## config.mk

```make
export PLATFORM = sky130hd
export DESIGN_NAME = sd_data_rx_flat
export DESIGN_NICKNAME = d
export VERILOG_FILES = /design/src/rtl/sd_pkg.sv /design/src/rtl/sd_data_rx_if.sv /design/src/rtl/sd_crc16.sv /design/src/rtl/sd_data_rx.sv /design/src/flat_wrapper.sv
export SDC_FILE = /design/constraint.sdc
export NUM_CORES = 1
export LEC_CHECK = 0
export CAP_MARGIN = 20
export CELL_PAD_IN_SITES_DETAIL_PLACEMENT = 2
export CELL_PAD_IN_SITES_GLOBAL_PLACEMENT = 2
export CORE_ASPECT_RATIO = 1.4
export CORE_MARGIN = 2
export CORE_UTILIZATION = 42
export CTS_CLUSTER_SIZE = 30
export DETAILED_ROUTE_END_ITERATION = 8
export PLACE_DENSITY = 0.94
export SYNTH_ARGS = -nofsm -noshare
export SYNTH_HDL_FRONTEND = slang
export SYNTH_HIERARCHICAL = 1
export SYNTH_SLANG_ARGS = --single-unit
```

## constraint.sdc

```tcl
create_clock -name SD_CK -period 3.7 [get_ports SD_CK]
set_input_delay 0.37 -clock SD_CK [delete_from_list [all_inputs] [get_ports SD_CK]]
set_output_delay 0.37 -clock SD_CK [all_outputs]
set_load 0.05 [all_outputs]
```

## src/rtl/sd_pkg.sv

```systemverilog
// Shared constants and state encoding for the SD SPI data path.
package sd_pkg;

    localparam logic [7:0]  START_TOKEN    = 8'hFE;
    localparam logic [15:0] CRC16_POLY     = 16'h1021;
    localparam int          SD_BLOCK_BYTES = 512;

    // Receive FSM state encoding, also exported for debug observation.
    typedef enum logic [2:0] {
        IDLE       = 3'd0,
        WAIT_TOKEN = 3'd1,
        DATA       = 3'd2,
        CRC        = 3'd3,
        DONE       = 3'd4
    } sd_state_e;

endpackage

```

## src/rtl/sd_data_rx_if.sv

```systemverilog
// Control and data bundle between the read sequencer / consumer and sd_data_rx.
//
// Handshake: start is a one-cycle request that is only honoured while busy is
// low. data_valid is a one-cycle strobe qualifying data_o/byte_addr; there is
// no back-pressure, so the consumer must take every strobed byte. done is a
// one-cycle strobe; crc_ok and timeout are levels held until the next start.
interface sd_data_rx_if #(
    parameter int ADDR_W = 9
);
    import sd_pkg::*;

    logic              SD_MISO;
    logic              start;
    logic              abort;
    logic              busy;
    logic [7:0]        data_o;
    logic              data_valid;
    logic [ADDR_W-1:0] byte_addr;
    logic              done;
    logic              crc_ok;
    logic              timeout;
    sd_state_e         state;

    modport master (
        output SD_MISO, start, abort,
        input  busy, data_o, data_valid, byte_addr, done, crc_ok, timeout, state
    );

    modport slave (
        input  SD_MISO, start, abort,
        output busy, data_o, data_valid, byte_addr, done, crc_ok, timeout, state
    );

endinterface

```

## src/rtl/sd_crc16.sv

```systemverilog
// Serial CRC16-CCITT (poly 0x1021, init 0, MSB first, no final XOR).
module sd_crc16
    import sd_pkg::*;
(
    input  logic        SD_CK,
    input  logic        rst_n,
    input  logic        clr,
    input  logic        en,
    input  logic        din,
    output logic [15:0] crc
);

    logic fb;
    assign fb = crc[15] ^ din;

    // One message bit per enabled edge; clr takes priority over en.
    always_ff @(posedge SD_CK or negedge rst_n) begin
        if (!rst_n) begin
            crc <= '0;
        end else if (clr) begin
            crc <= '0;
        end else if (en) begin
            crc <= {crc[14:0], 1'b0} ^ (fb ? CRC16_POLY : 16'h0000);
        end
    end

endmodule

```

## src/rtl/sd_data_rx.sv

```systemverilog
// SD SPI read-data receiver: token hunt, 512-byte deserialize, CRC16 check.
module sd_data_rx
    import sd_pkg::*;
#(
    parameter int BLOCK_BYTES   = SD_BLOCK_BYTES,
    parameter int TOKEN_TIMEOUT = 1024
) (
    input logic         SD_CK,
    input logic         rst_n,
    sd_data_rx_if.slave bus
);

    localparam int ADDR_W = $clog2(BLOCK_BYTES);
    localparam int BIT_W  = $clog2(8 * BLOCK_BYTES);
    localparam int TW     = $clog2(TOKEN_TIMEOUT + 1);
    localparam logic [BIT_W-1:0] LAST_BIT = BIT_W'(8 * BLOCK_BYTES - 1);

    sd_state_e         state_q, state_n;
    logic [7:0]        sh_q, sh_n;
    logic [BIT_W-1:0]  bit_q, bit_n;
    logic [TW-1:0]     tcnt_q, tcnt_n;
    logic [15:0]       rxcrc_q, rxcrc_n;
    logic [7:0]        data_q, data_n;
    logic              dv_q, dv_n;
    logic [ADDR_W-1:0] addr_q, addr_n;
    logic              done_q, done_n;
    logic              ok_q, ok_n;
    logic              to_q, to_n;
    logic              crc_clr, crc_en;
    logic [15:0]       crc_calc;
    logic [7:0]        sh_next;

    assign sh_next = {sh_q[6:0], bus.SD_MISO};

    sd_crc16 u_crc (
        .SD_CK (SD_CK),
        .rst_n (rst_n),
        .clr   (crc_clr),
        .en    (crc_en),
        .din   (bus.SD_MISO),
        .crc   (crc_calc)
    );

    // Register all FSM and datapath state.
    always_ff @(posedge SD_CK or negedge rst_n) begin
        if (!rst_n) begin
            state_q <= IDLE;
            sh_q    <= 8'hFF;
            bit_q   <= '0;
            tcnt_q  <= '0;
            rxcrc_q <= '0;
            data_q  <= '0;
            dv_q    <= 1'b0;
            addr_q  <= '0;
            done_q  <= 1'b0;
            ok_q    <= 1'b0;
            to_q    <= 1'b0;
        end else begin
            state_q <= state_n;
            sh_q    <= sh_n;
            bit_q   <= bit_n;
            tcnt_q  <= tcnt_n;
            rxcrc_q <= rxcrc_n;
            data_q  <= data_n;
            dv_q    <= dv_n;
            addr_q  <= addr_n;
            done_q  <= done_n;
            ok_q    <= ok_n;
            to_q    <= to_n;
        end
    end

    // Next-state and datapath updates; abort overrides any busy state last.
    always_comb begin
        state_n = state_q;
        sh_n    = sh_q;
        bit_n   = bit_q;
        tcnt_n  = tcnt_q;
        rxcrc_n = rxcrc_q;
        data_n  = data_q;
        dv_n    = 1'b0;
        addr_n  = addr_q;
        done_n  = 1'b0;
        ok_n    = ok_q;
        to_n    = to_q;
        crc_clr = 1'b0;
        crc_en  = 1'b0;

        case (state_q)
            IDLE: begin
                if (bus.start) begin
                    state_n = WAIT_TOKEN;
                    ok_n    = 1'b0;
                    to_n    = 1'b0;
                    tcnt_n  = TW'(TOKEN_TIMEOUT);
                    sh_n    = 8'hFF;
                    crc_clr = 1'b1;
                end
            end
            WAIT_TOKEN: begin
                sh_n = sh_next;
                // A token on the expiry edge still wins.
                if (sh_next == START_TOKEN) begin
                    state_n = DATA;
                    bit_n   = '0;
                end else begin
                    tcnt_n = tcnt_q - TW'(1);
                    if (tcnt_q == TW'(1)) begin
                        state_n = DONE;
                        to_n    = 1'b1;
                        ok_n    = 1'b0;
                    end
                end
            end
            DATA: begin
                sh_n   = sh_next;
                crc_en = 1'b1;
                bit_n  = bit_q + BIT_W'(1);
                if (bit_q[2:0] == 3'd7) begin
                    data_n = sh_next;
                    dv_n   = 1'b1;
                    addr_n = bit_q[BIT_W-1:3];
                end
                if (bit_q == LAST_BIT) begin
                    state_n = CRC;
                    bit_n   = '0;
                end
            end
            CRC: begin
                rxcrc_n = {rxcrc_q[14:0], bus.SD_MISO};
                bit_n   = bit_q + BIT_W'(1);
                if (bit_q == BIT_W'(15)) begin
                    ok_n    = (rxcrc_n == crc_calc);
                    state_n = DONE;
                end
            end
            DONE: begin
                done_n  = 1'b1;
                state_n = IDLE;
            end
            default: state_n = IDLE;
        endcase

        if (bus.abort && state_q != IDLE) begin
            state_n = IDLE;
            dv_n    = 1'b0;
            done_n  = 1'b0;
            data_n  = data_q;
            addr_n  = addr_q;
            ok_n    = ok_q;
            to_n    = to_q;
            crc_en  = 1'b0;
        end
    end

    assign bus.busy       = (state_q != IDLE);
    assign bus.data_o     = data_q;
    assign bus.data_valid = dv_q;
    assign bus.byte_addr  = addr_q;
    assign bus.done       = done_q;
    assign bus.crc_ok     = ok_q;
    assign bus.timeout    = to_q;
    assign bus.state      = state_q;

endmodule

```

## src/flat_wrapper.sv

```systemverilog
// flat-port wrapper written by rule: the top's interface ports become plain ports
module sd_data_rx_flat import sd_pkg::*;
#(
    parameter int BLOCK_BYTES   = SD_BLOCK_BYTES,
    parameter int TOKEN_TIMEOUT = 1024
)
  (SD_CK, rst_n, bus_SD_MISO, bus_start, bus_abort, bus_busy, bus_data_o, bus_data_valid, bus_byte_addr, bus_done, bus_crc_ok, bus_timeout, bus_state);
  sd_data_rx_if #(.ADDR_W(9)) bus_i ();
  input logic SD_CK;
  input logic rst_n;
  input wire logic [$bits(bus_i.SD_MISO)-1:0] bus_SD_MISO;
  input wire logic [$bits(bus_i.start)-1:0] bus_start;
  input wire logic [$bits(bus_i.abort)-1:0] bus_abort;
  output wire logic [$bits(bus_i.busy)-1:0] bus_busy;
  output wire logic [$bits(bus_i.data_o)-1:0] bus_data_o;
  output wire logic [$bits(bus_i.data_valid)-1:0] bus_data_valid;
  output wire logic [$bits(bus_i.byte_addr)-1:0] bus_byte_addr;
  output wire logic [$bits(bus_i.done)-1:0] bus_done;
  output wire logic [$bits(bus_i.crc_ok)-1:0] bus_crc_ok;
  output wire logic [$bits(bus_i.timeout)-1:0] bus_timeout;
  output wire logic [$bits(bus_i.state)-1:0] bus_state;
  assign bus_i.SD_MISO = bus_SD_MISO;
  assign bus_i.start = bus_start;
  assign bus_i.abort = bus_abort;
  assign bus_busy = bus_i.busy;
  assign bus_data_o = bus_i.data_o;
  assign bus_data_valid = bus_i.data_valid;
  assign bus_byte_addr = bus_i.byte_addr;
  assign bus_done = bus_i.done;
  assign bus_crc_ok = bus_i.crc_ok;
  assign bus_timeout = bus_i.timeout;
  assign bus_state = bus_i.state;
  sd_data_rx #(.BLOCK_BYTES(BLOCK_BYTES), .TOKEN_TIMEOUT(TOKEN_TIMEOUT)) u_core (.SD_CK(SD_CK), .rst_n(rst_n), .bus(bus_i));
endmodule
```

### Word-level counts from Yosys, hierarchy flattened

Cells that the tools add are included.

| operators by class | value |
|---|---|
| $add $sub $neg | 2 |
| equal/unequal tests | 19 |
| mux-type cells | 35 |
| bitwise logic cells | 3 |
| reduce and logical (&&, ||, !) cells | 16 |

Operators with widths:

| kind | number |
|---|---|
| $pmux 12 s3 | 1 |
| $mux 16 | 2 |
| $mux 12 | 2 |
| $mux 11 | 2 |
| $pmux 11 s2 | 1 |
| $mux 3 | 6 |
| $eq 16x16->1 | 1 |
| $xor 16x13->16 | 1 |
| $mux 1 | 15 |
| $pmux 7 s2 | 1 |
| $mux 13 | 1 |
| $add 12x1->12 const B | 1 |
| $eq 12x12->1 const B | 1 |
| $eq 12x4->1 const B | 1 |
| $pmux 3 s4 | 1 |
| $eq 11x1->1 const B | 1 |
| $sub 11x1->11 const B | 1 |
| $reduce_bool 3->1 | 3 |
| $eq 8x8->1 const B | 1 |
| $mux 7 | 1 |
| $eq 3x2->1 const B | 2 |
| $eq 3x3->1 const B | 2 |
| $ne 2x1->1 const B | 3 |
| $ne 3x1->1 const B | 2 |
| other kinds (17) | 22 |

| storage, ports and cells | value |
|---|---|
| bits in registers | 85 |
| input port bits | 5 |
| output and inout port bits | 25 |
| logic and storage cells | 87 |

### Longest topological paths before layout

Gate-level depths: netlist of run 1.

| depth | value |
|---|---|
| depth in word-level cells | 5 |
| depth in mapped cells | 8 |
| depth with buffers taken out | 6 |

### Modules after synthesis

Netlist of run 1, hierarchy kept.

Modules (own cells, without submodules):

| module | instances | cells each | area each (um^2) | seq. area each (um^2) |
|---|---|---|---|---|
| sd_data_rx | 1 | 334 | 3548.4 | 1735.4 |
| sd_crc16 | 1 | 58 | 688.2 | 400.4 |

### Worst setup path before layout of run 1

Ideal clock, no wire load.

| timing | value |
|---|---|
| kind | reg-to-reg |
| start | register u_core.state_q[2], in the netlist u_core/bus.state[2] |
| end | register u_core.u_crc.crc[12] |
| setup time | 0.069 ns |
| data arrival time | 2.189 ns |
| data required time | 3.631 ns |
| path slack | 1.443 ns |
| stages on the path, launching flop included | 8 |
| path buffers | 2 |
| clock period less this slack | 2.257 ns |
| cell sequence | dfrtp_1 > clkbuf_1 > nor3_1 > nand2_1 > clkinv_1 > clkbuf_4 > or4b_1 > nand3_1 |

| between the ends | value |
|---|---|
| elaborated cells between the ends (all ways) | 9 |
| those cells by class | eq/ne: 1; mux: 4; reduce/logical: 4 |

RTL lines:

| element | line | source |
|---|---|---|
| from (decl) | sd_data_rx.sv:18 | `sd_state_e state_q, state_n;` |
| from (signal assigned) | sd_data_rx.sv:59 | `state_q <= state_n;` |
| $logic_not 3->1 * | sd_data_rx.sv:89 | `case (state_q)` |
| $mux 1 * | sd_data_rx.sv:89 |  |
| named net u_core.crc_clr | sd_data_rx.sv:29 | `logic crc_clr, crc_en;` |
| $mux 16 / $reduce_bool 2->1 (equally long branches) | - |  |
| to (signal assigned) | sd_crc16.sv:23 | `crc <= {crc[14:0], 1'b0} ^ (fb ? CRC16_POLY : 16'h0000);` |
| to (decl) | sd_crc16.sv:10 | `output logic [15:0] crc` |

The timed path passes the listed nets; every way through them passes the cells marked *.
A chain may end at the register's enable or synchronous reset.

### Worst setup path after layout of run 1

| timing | value |
|---|---|
| start | register u_core.state_q[1], in the netlist u_core/bus.state[1] |
| end | output bus_busy |

| between the ends | value |
|---|---|
| cells in the longest elaborated chain, start to end | 1 |

Ends and longest elaborated chain:

| element | line | source |
|---|---|---|
| $reduce_bool 3->1 | sd_data_rx.sv:156 | `assign bus.busy = (state_q != IDLE);` |
| to (decl) | flat_wrapper.sv:14 | `output wire logic [$bits(bus_i.busy)-1:0] bus_busy;` |

Every way passes these cells.

==> results of run 1 <==
## flip-flops by register name (all words and copies together), names as in the netlist, 3 cells and up
signal,cells
u_core/sh_q,7
u_core/bit_q,12
u_core/rxcrc_q,15
u_core/tcnt_q,11
u_core/u_crc/crc,16
u_core/bus.data_o,8
u_core/bus.state,3
u_core/bus.byte_addr,9
## logic make-up after synthesis
logic type,share of synthesized area
adders and majority gates,0.0118
and+or+nand+nor,0.160
muxes,0.121
DFF,0.504
xor gates and xnor gates,0.0537
AOI/OAI and AO/OA,0.114
buffers and inverters,0.0357
## through the flow
step | setup WS, ns | instances | power [uW]
2_1_floorplan | 1.44 | 392 | 2150
3_3_place_gp | 1.16 | 539 | 2390
3_5_place_dp | 0.968 | 539 | 2500
4_1_cts | 0.886 | 555 | 3520
5_1_grt | 0.738 | 555 | 3700
6_report | 0.855 | 555 | 3490
## final timing paths
check | startpoint | end | slack [ns]
worst max register to register | u_core/bus.state[1] | u_core/u_crc/crc[5] | 0.97
worst max-delay path | u_core/bus.state[1] | bus_busy | 0.85
min in group SD_CK | u_core/bus.data_o[3] | u_core/bus.data_o[3] | 0.51
worst min register to register | u_core/bus.data_o[3] | u_core/bus.data_o[3] | 0.51
max in group asynchronous | rst_n | u_core/sh_q[3] | 2.70
worst min-delay path | rst_n | u_core/u_crc/crc[9] | 0.11
## power by group through the flow
| stage | Sequential [uW] | Combinational, uW | Clock (uW) |
|---|---|---|---|
| global route | 1360 | 1300 | 1030 |
| CTS | 1340 | 1200 | 991 |
| finish | 1340 | 1190 | 968 |
| detailed placement | 1350 | 1160 | 0 |
| global placement | 1330 | 1070 | 0 |
| floorplan | 1330 | 819 | 0 |
## per-layer routing
metal / up-vias / track usage / wire [um]
met3: 12 / 0.0363 / 245
met1: 1662 / 0.306 / 5140
met2: 43 / 0.458 / 7010
met5: - / 0 / 0
met4: 0 / 0.0843 / 182
li1: 1451 / - / -
## cell type report
type | count | share of cell area
inverter | 11 | 0.00835
multi-input combinational | 274 | 0.395
timing repair buffer | 34 | 0.0658
tap | 135 | 0.0342
sequential | 85 | 0.432
clock buffer | 10 | 0.0463
clock inverter | 6 | 0.0177
## layout by cell type (no fill, tap or decap), drive strengths merged, types with 3 or more instances in the layout
cell / synthesis / routed
mux2: 33 / 33
nor4: 11 / 11
or4b: 3 / 3
inv: 10 / 10
dfstp: 7 / 7
xor2: 22 / 22
nand3: 9 / 9
o21ai: 20 / 20
o22ai: 8 / 8
clkinv: 1 / 5
xnor2: 4 / 4
nand2b: 9 / 9
a21oi: 19 / 19
nor2: 42 / 42
nand2: 14 / 14
nand4: 7 / 7
nor3: 15 / 15
mux2i: 14 / 14
dfrtp: 78 / 78
o31ai: 10 / 10
clkdlybuf4s50: 0 / 28
ha: 4 / 4
buf: 13 / 6
a31oi: 3 / 3
clkbuf: 9 / 10
## worst reg2reg max path, stage by stage, from the launching register on
cell and delay (ns):
sky130_fd_sc_hd__dfrtp_1 0.93, sky130_fd_sc_hd__nor3_1 0.20, sky130_fd_sc_hd__nand2_1 0.22, sky130_fd_sc_hd__clkinv_1 0.42
sky130_fd_sc_hd__or4b_1 0.71, sky130_fd_sc_hd__o311ai_1 0.14
==> parameters.txt, run 1 <==
Parameter                              Value

Status
  Result of the run    completed

Power
  Leak Pwr    ~0.0023 uW
  Internal power    2140 uW
  Maximum ir drop on the vdd rail    approximately 0.43 mV
  Clk pwr share    0.277
  Proportion of power drawn by flip-flops and latches    0.383
  Combinational group share of total power    0.340
  Power density over cell area    roughly 700 nW/um^2
  Psw    1350 uW
  Switching share of power    0.387

Worst setup path
  Maximum fanout count along the critical path    27
  Startpoint type of the worst setup path    register
  Slowest CP cell    sky130_fd_sc_hd__dfrtp_1
  Number of cell instances on the worst register-to-register path    5
  Signal arrival time at the worst endpoint    about 2.5 ns
  Crit path kind    register to output port
  Top Family by Delay on Critical Path    buffers and inverters
  Cell count along the critical path    3
  Data required, critical path    ~3.3 ns
  Critical path capture point type    output port
  Delay of the slowest cell on the worst path    0.93 ns
  Ordered cell list for the critical path    nor3_1, inv_1, clkdlybuf4s50_1
  Number of buffers and inverters on the critical path    2

Yosys
  Commonest cells in the netlist    sky130_fd_sc_hd__dfrtp_1 (78), sky130_fd_sc_hd__nor2_1 (42), sky130_fd_sc_hd__mux2_2 (33)
  Post-synthesis sequential element count    85
  Cell with the most instances after synthesis    sky130_fd_sc_hd__dfrtp_1
  Syn Std Cell Area    around 4200 sq um
  Proportion of synthesized flip-flops having asynchronous set or reset    1.00
  Post-synthesis sequential area ratio    0.504
  Top cell type by total area after synthesis    sky130_fd_sc_hd__dfrtp_1
  Top cells by area, synth    sky130_fd_sc_hd__dfrtp_1 (46%), sky130_fd_sc_hd__mux2_2 (8.8%), sky130_fd_sc_hd__xor2_1 (4.5%), sky130_fd_sc_hd__dfstp_2 (4.3%), sky130_fd_sc_hd__nor2_1 (3.7%)
  Number of nets in the synthesized netlist    roughly 400
  Yosys Warn Count    6
  Average cell area after synthesis    around 11 sq um
  Post-synth top flop    sky130_fd_sc_hd__dfrtp_1
  Number of synthesized flops with an enable pin    0
  Count of cell types in the netlist    between 50 and 60
  Count of mapped cells out of synthesis    roughly 390
  Share of the synthesized area in the top cell type    0.461

GRT
  Number of antenna violations at the first check in global routing    0
  Combined global-route utilization of all metal layers    0.255
  Wire length of the first global-routing pass    20700 um
  Number of global-route vias before repair    around 3.7k
  Maximum number of pins on one net before global-route repair    63
  Total congestion overflow after global routing    0

Drt
  Detailed-route via count    ~3.2k
  Final Routed Wirelength    between 10000 and 15000 um
  Detailed-route wire length per cell    ~23 um
  Number of DRC markers in iteration 0    162
  Length of the first detailed-routing pass in iterations    4
  DRC violations left    0
  Via/cell ratio    between 5 and 6
  Post-detailed-route count of antenna-violating nets    0

STA
  Total Neg Setup Slack    0 ns
  Tmin final    around 2.8 ns
  Setup clock skew after layout    roughly 0.0077 ns
  Crit share post-route    0.769
  Fmax    between 300 and 400 MHz
  Number of endpoints failing setup at the final stage    0
  Worst slew margin relative to its limit    0.368
  Worst Max-Slew Pin Slew    between 0.9 and 1 ns
  Min Hold Slack    0.113 ns
  RSZ-0062 raised after global routing    false
  Final Hold Violating Endpoints    0
  Total count of max-transition violations in the final report    0

Clocking
  Number of buffers inserted during clock tree synthesis    9
  CTS Hold Bufs    0
  Num Clock Sinks    85
  PostCTS Resize Cnt    0
  Clock root buffer master    sky130_fd_sc_hd__clkbuf_16
  CTS tree    built
  Clock transition at the registers of the reported paths    approximately 0.070 ns
  Later-pin clock latency in the skew report    approximately 0.34 ns
  Maximum number of buffers from clock root to sink    2
  # Post-CTS Setup Buffers    0
  H-tree levels    3

Cells and area
  Total Nets Final    424
  Layout filler cell count    969
  Seq. cell area    between 2000 and 2500 sq um
  Antenna Diode Count    0
  Layout Utilization    0.502
  Design area    slightly below 5000 sq um
  Multi-input gate area    just under 2000 sq um
  Share of layout cells above drive strength 1    0.167
  Layout overhead on the synthesized area    16.7%

Placed design
  Number of buffers added on ports    29
  Routability cong.    approximately 0.76
  DPL Wire Length    roughly 8000 um
  Post-place instance area    about 4600 sq um

Run
  MaxCap Viol Count    0

Floorplanning
  Die span in y    between 100 and 150 um
  Core outline area    between 9000 and 10000 sq um
  Die Span X    88.9 um
  Initial Util    0.430
  Rows    43
  I/O pin count    30
  Total die area    around 11000 sq um

Worst hold path
  Worst min-delay path class    input pin to async pin
Note: power is estimated with default switching activity, not from simulation.
==> run 2, diff against run 1 <==
--- a/config.mk
+++ b/config.mk
@@ -10,10 +10,10 @@
 export CELL_PAD_IN_SITES_GLOBAL_PLACEMENT = 2
 export CORE_ASPECT_RATIO = 1.4
 export CORE_MARGIN = 2
-export CORE_UTILIZATION = 42
+export CORE_UTILIZATION = 35
 export CTS_CLUSTER_SIZE = 30
 export DETAILED_ROUTE_END_ITERATION = 8
-export PLACE_DENSITY = 0.94
+export PLACE_DENSITY = 0.84
 export SYNTH_ARGS = -nofsm -noshare
 export SYNTH_HDL_FRONTEND = slang
 export SYNTH_HIERARCHICAL = 1
==> constraint.sdc (replaced) <==
create_clock -name SD_CK -period 2.5 [get_ports SD_CK]
set_input_delay 0.25 -clock SD_CK [delete_from_list [all_inputs] [get_ports SD_CK]]
set_output_delay 0.25 -clock SD_CK [all_outputs]
set_load 0.05 [all_outputs]
==> run 2 against run 1 <==
Clock skew is 0.0022 ns higher. First-iteration DRC count is 38% lower. Sequential power is 47% higher. Combinational power is 57% higher. Hold slack better by 0.31 ns. Global-route usage is 5.2 points lower. Cell count is 4.1% higher. Total power is 51% higher. Clock-buffer cell count is 1 higher. Die area is 19% higher. Setup slack worse by 0.51 ns.
==> parameters.txt, run 2 (same netlist as run 1, synthesis figures left out) <==
Parameter                              Value

Cells and area
  Layout filler cell count    1234
  Flip-flop count of the largest register, all copies and words added    16
  Highest-count cells in the layout ignoring fill and taps    sky130_fd_sc_hd__dfrtp_1 (78), sky130_fd_sc_hd__nor2_1 (42), sky130_fd_sc_hd__mux2_2 (33)
  Top reg by flops    u_core/u_crc/crc
  Antenna Diode Count    0
  Design area    ~5000 sq um
  Most common cell after layout, fill and taps aside    sky130_fd_sc_hd__dfrtp_1
  Seq. cell area    2140 sq um
  Total Nets Final    between 400 and 500
  Multi-input gate area    just under 2000 sq um
  Share of layout cells above drive strength 1    0.193
  Layout Utilization    0.428
  Layout overhead on the synthesized area    19.5%
  Regs by FF count    u_core/u_crc/crc: 16 flops, u_core/rxcrc_q: 15 flops, u_core/bit_q: 12 flops

Drt
  Final Routed Wirelength    between 10000 and 15000 um
  Number of DRC markers in iteration 0    100
  Post-detailed-route count of antenna-violating nets    0
  Detailed-route via count    around 3.2k
  Via/cell ratio    5.57
  Length of the first detailed-routing pass in iterations    4
  DRC violations left    0
  Detailed-route wire length per cell    21.7 um

Power
  Psw    slightly above 2000 uW
  Combinational group share of total power    0.355
  Maximum ir drop on the vdd rail    around 0.53 mV
  Switching share of power    0.393
  Clk pwr share    0.273
  Internal power    3200 uW
  Final total power    between 5000 and 6000 uW
  Power density over cell area    ~1000 nW/um^2
  Leak Pwr    0.00232 uW
  Proportion of power drawn by flip-flops and latches    0.372

GRT
  Maximum number of pins on one net before global-route repair    between 50 and 60
  Wire length of the first global-routing pass    slightly above 20000 um
  Combined global-route utilization of all metal layers    0.203
  Number of antenna violations at the first check in global routing    0
  Number of global-route vias before repair    approximately 3.7k
  Total congestion overflow after global routing    0

Floorplanning
  Initial Util    0.358
  Total die area    about 13000 sq um
  Die span in y    ~130 um
  I/O pin count    30
  Core outline area    about 12000 sq um
  Die Span X    ~97 um
  Rows    47

Status
  Result of the run    completed

Worst setup path
  Maximum fanout count along the critical path    15
  Data required, critical path    around 2.3 ns
  Startpoint type of the worst setup path    register
  Signal arrival time at the worst endpoint    approximately 1.9 ns
  Crit path kind    register to output port
  Slowest CP cell    sky130_fd_sc_hd__clkdlybuf4s50_1
  Critical path capture point type    output port
  Number of cell instances on the worst register-to-register path    6
  Delay of the slowest cell on the worst path    0.92 ns
  Top Family by Delay on Critical Path    buffers and inverters
  Ordered cell list for the critical path    clkdlybuf4s50_1
  Number of buffers and inverters on the critical path    1
  Cell count along the critical path    1

STA
  Total count of max-transition violations in the final report    0
  Worst slew margin relative to its limit    0.604
  Number of endpoints failing setup at the final stage    0
  Crit share post-route    0.862
  Tmin final    around 2.2 ns
  Slack of the critical path    about 0.35 ns
  Worst Max-Slew Pin Slew    approximately 0.6 ns
  Final Hold Violating Endpoints    0
  RSZ-0062 raised after global routing    false
  Fmax    464 MHz
  Setup clock skew after layout    a little under 0.01 ns
  Total Neg Setup Slack    0 ns

Clocking
  Num Clock Sinks    85
  H-tree levels    3
  # Post-CTS Setup Buffers    0
  Clock transition at the registers of the reported paths    0.07 ns
  Maximum number of buffers from clock root to sink    2
  Clock root buffer master    sky130_fd_sc_hd__clkbuf_16
  Number of buffers inserted during clock tree synthesis    9
  Later-pin clock latency in the skew report    0.35 ns
  CTS tree    built

Placed design
  Number of buffers added on ports    29
  Worst slack at placement    between 0.2 and 0.3 ns
  Post-place instance area    4740 sq um
  Routability cong.    roughly 0.8
  DPL Wire Length    around 8000 um

Run
  MaxCap Viol Count    0

Worst hold path
  Worst min-delay path class    input pin to async pin
-- run 2: cell types whose count changed in the layout (fill, tap and decap cells not counted) --
cell / delta
sky130_fd_sc_hd__clkbuf_8: +2
sky130_fd_sc_hd__clkinv_2: -2
sky130_fd_sc_hd__buf_4: +10
sky130_fd_sc_hd__dlygate4sd3_1: +1
sky130_fd_sc_hd__bufinv_16: -1
sky130_fd_sc_hd__buf_12: +2
sky130_fd_sc_hd__clkbuf_1: -1
sky130_fd_sc_hd__clkdlybuf4s50_1: -2
sky130_fd_sc_hd__inv_6: +2
-- run 2: what timing repair did --
item / in CTS / in global routing
resized for setup: 0 / 0
hold endpoints to repair: 32 / 0
hold buffers: 1 / 0
endpoints found under the setup margin: 0 / 0
-- run 2: worst paths after layout --
kind	end	startpoint	slack [ns]
setup / recovery	bus_state[1]	u_core/bus.state[1]	0.35
hold / removal	u_core/bit_q[1]	rst_n	0.43
setup reg to reg	u_core/bus.crc_ok	u_core/bit_q[0]	0.38
hold reg to reg	u_core/bus.byte_addr[4]	u_core/bus.byte_addr[4]	0.51
max in group asynchronous	u_core/sh_q[4]	rst_n	1.35
min in group SD_CK	u_core/bus.byte_addr[4]	u_core/bus.byte_addr[4]	0.51
-- run 2: power by group through the flow --
stage                     logic (uW)  registers [uW]  clock network (uW)
after global routing            2050            2000                1520
final                           1870            1970                1440
after global placement          1700            1960                   0
after floorplan                 1210            1970                   0
after CTS                       1890            1970                1480
after detailed placement        1810            1970                   0
-- run 2: area by class of cell --
class	instances	share of cell area
Timing Repair Buffer	45	0.0850
Clock buffer	11	0.0499
Multi-Input combinational cell	274	0.386
Clock inverter	5	0.0128
Tap cell	147	0.0363
Inverter	11	0.00815
Sequential cell	85	0.422
-- run 2: stage by stage --
stage                     hold slack [ns]  std cells
after floorplan                   -0.0456        392
after global placement              0.261        561
after detailed placement            0.259        561
after CTS                           0.439        578
after global routing                0.461        578
final                               0.428        578
-- run 2: metal layers --
layer | wire length [um] | up-vias | track usage
met3 | 276 | 13 | 0.0375
li1 | - | 1472 | -
met5 | 0 | - | 0
met1 | 5170 | 1694 | 0.236
met2 | 6910 | 39 | 0.377
met4 | 186 | 0 | 0.0642
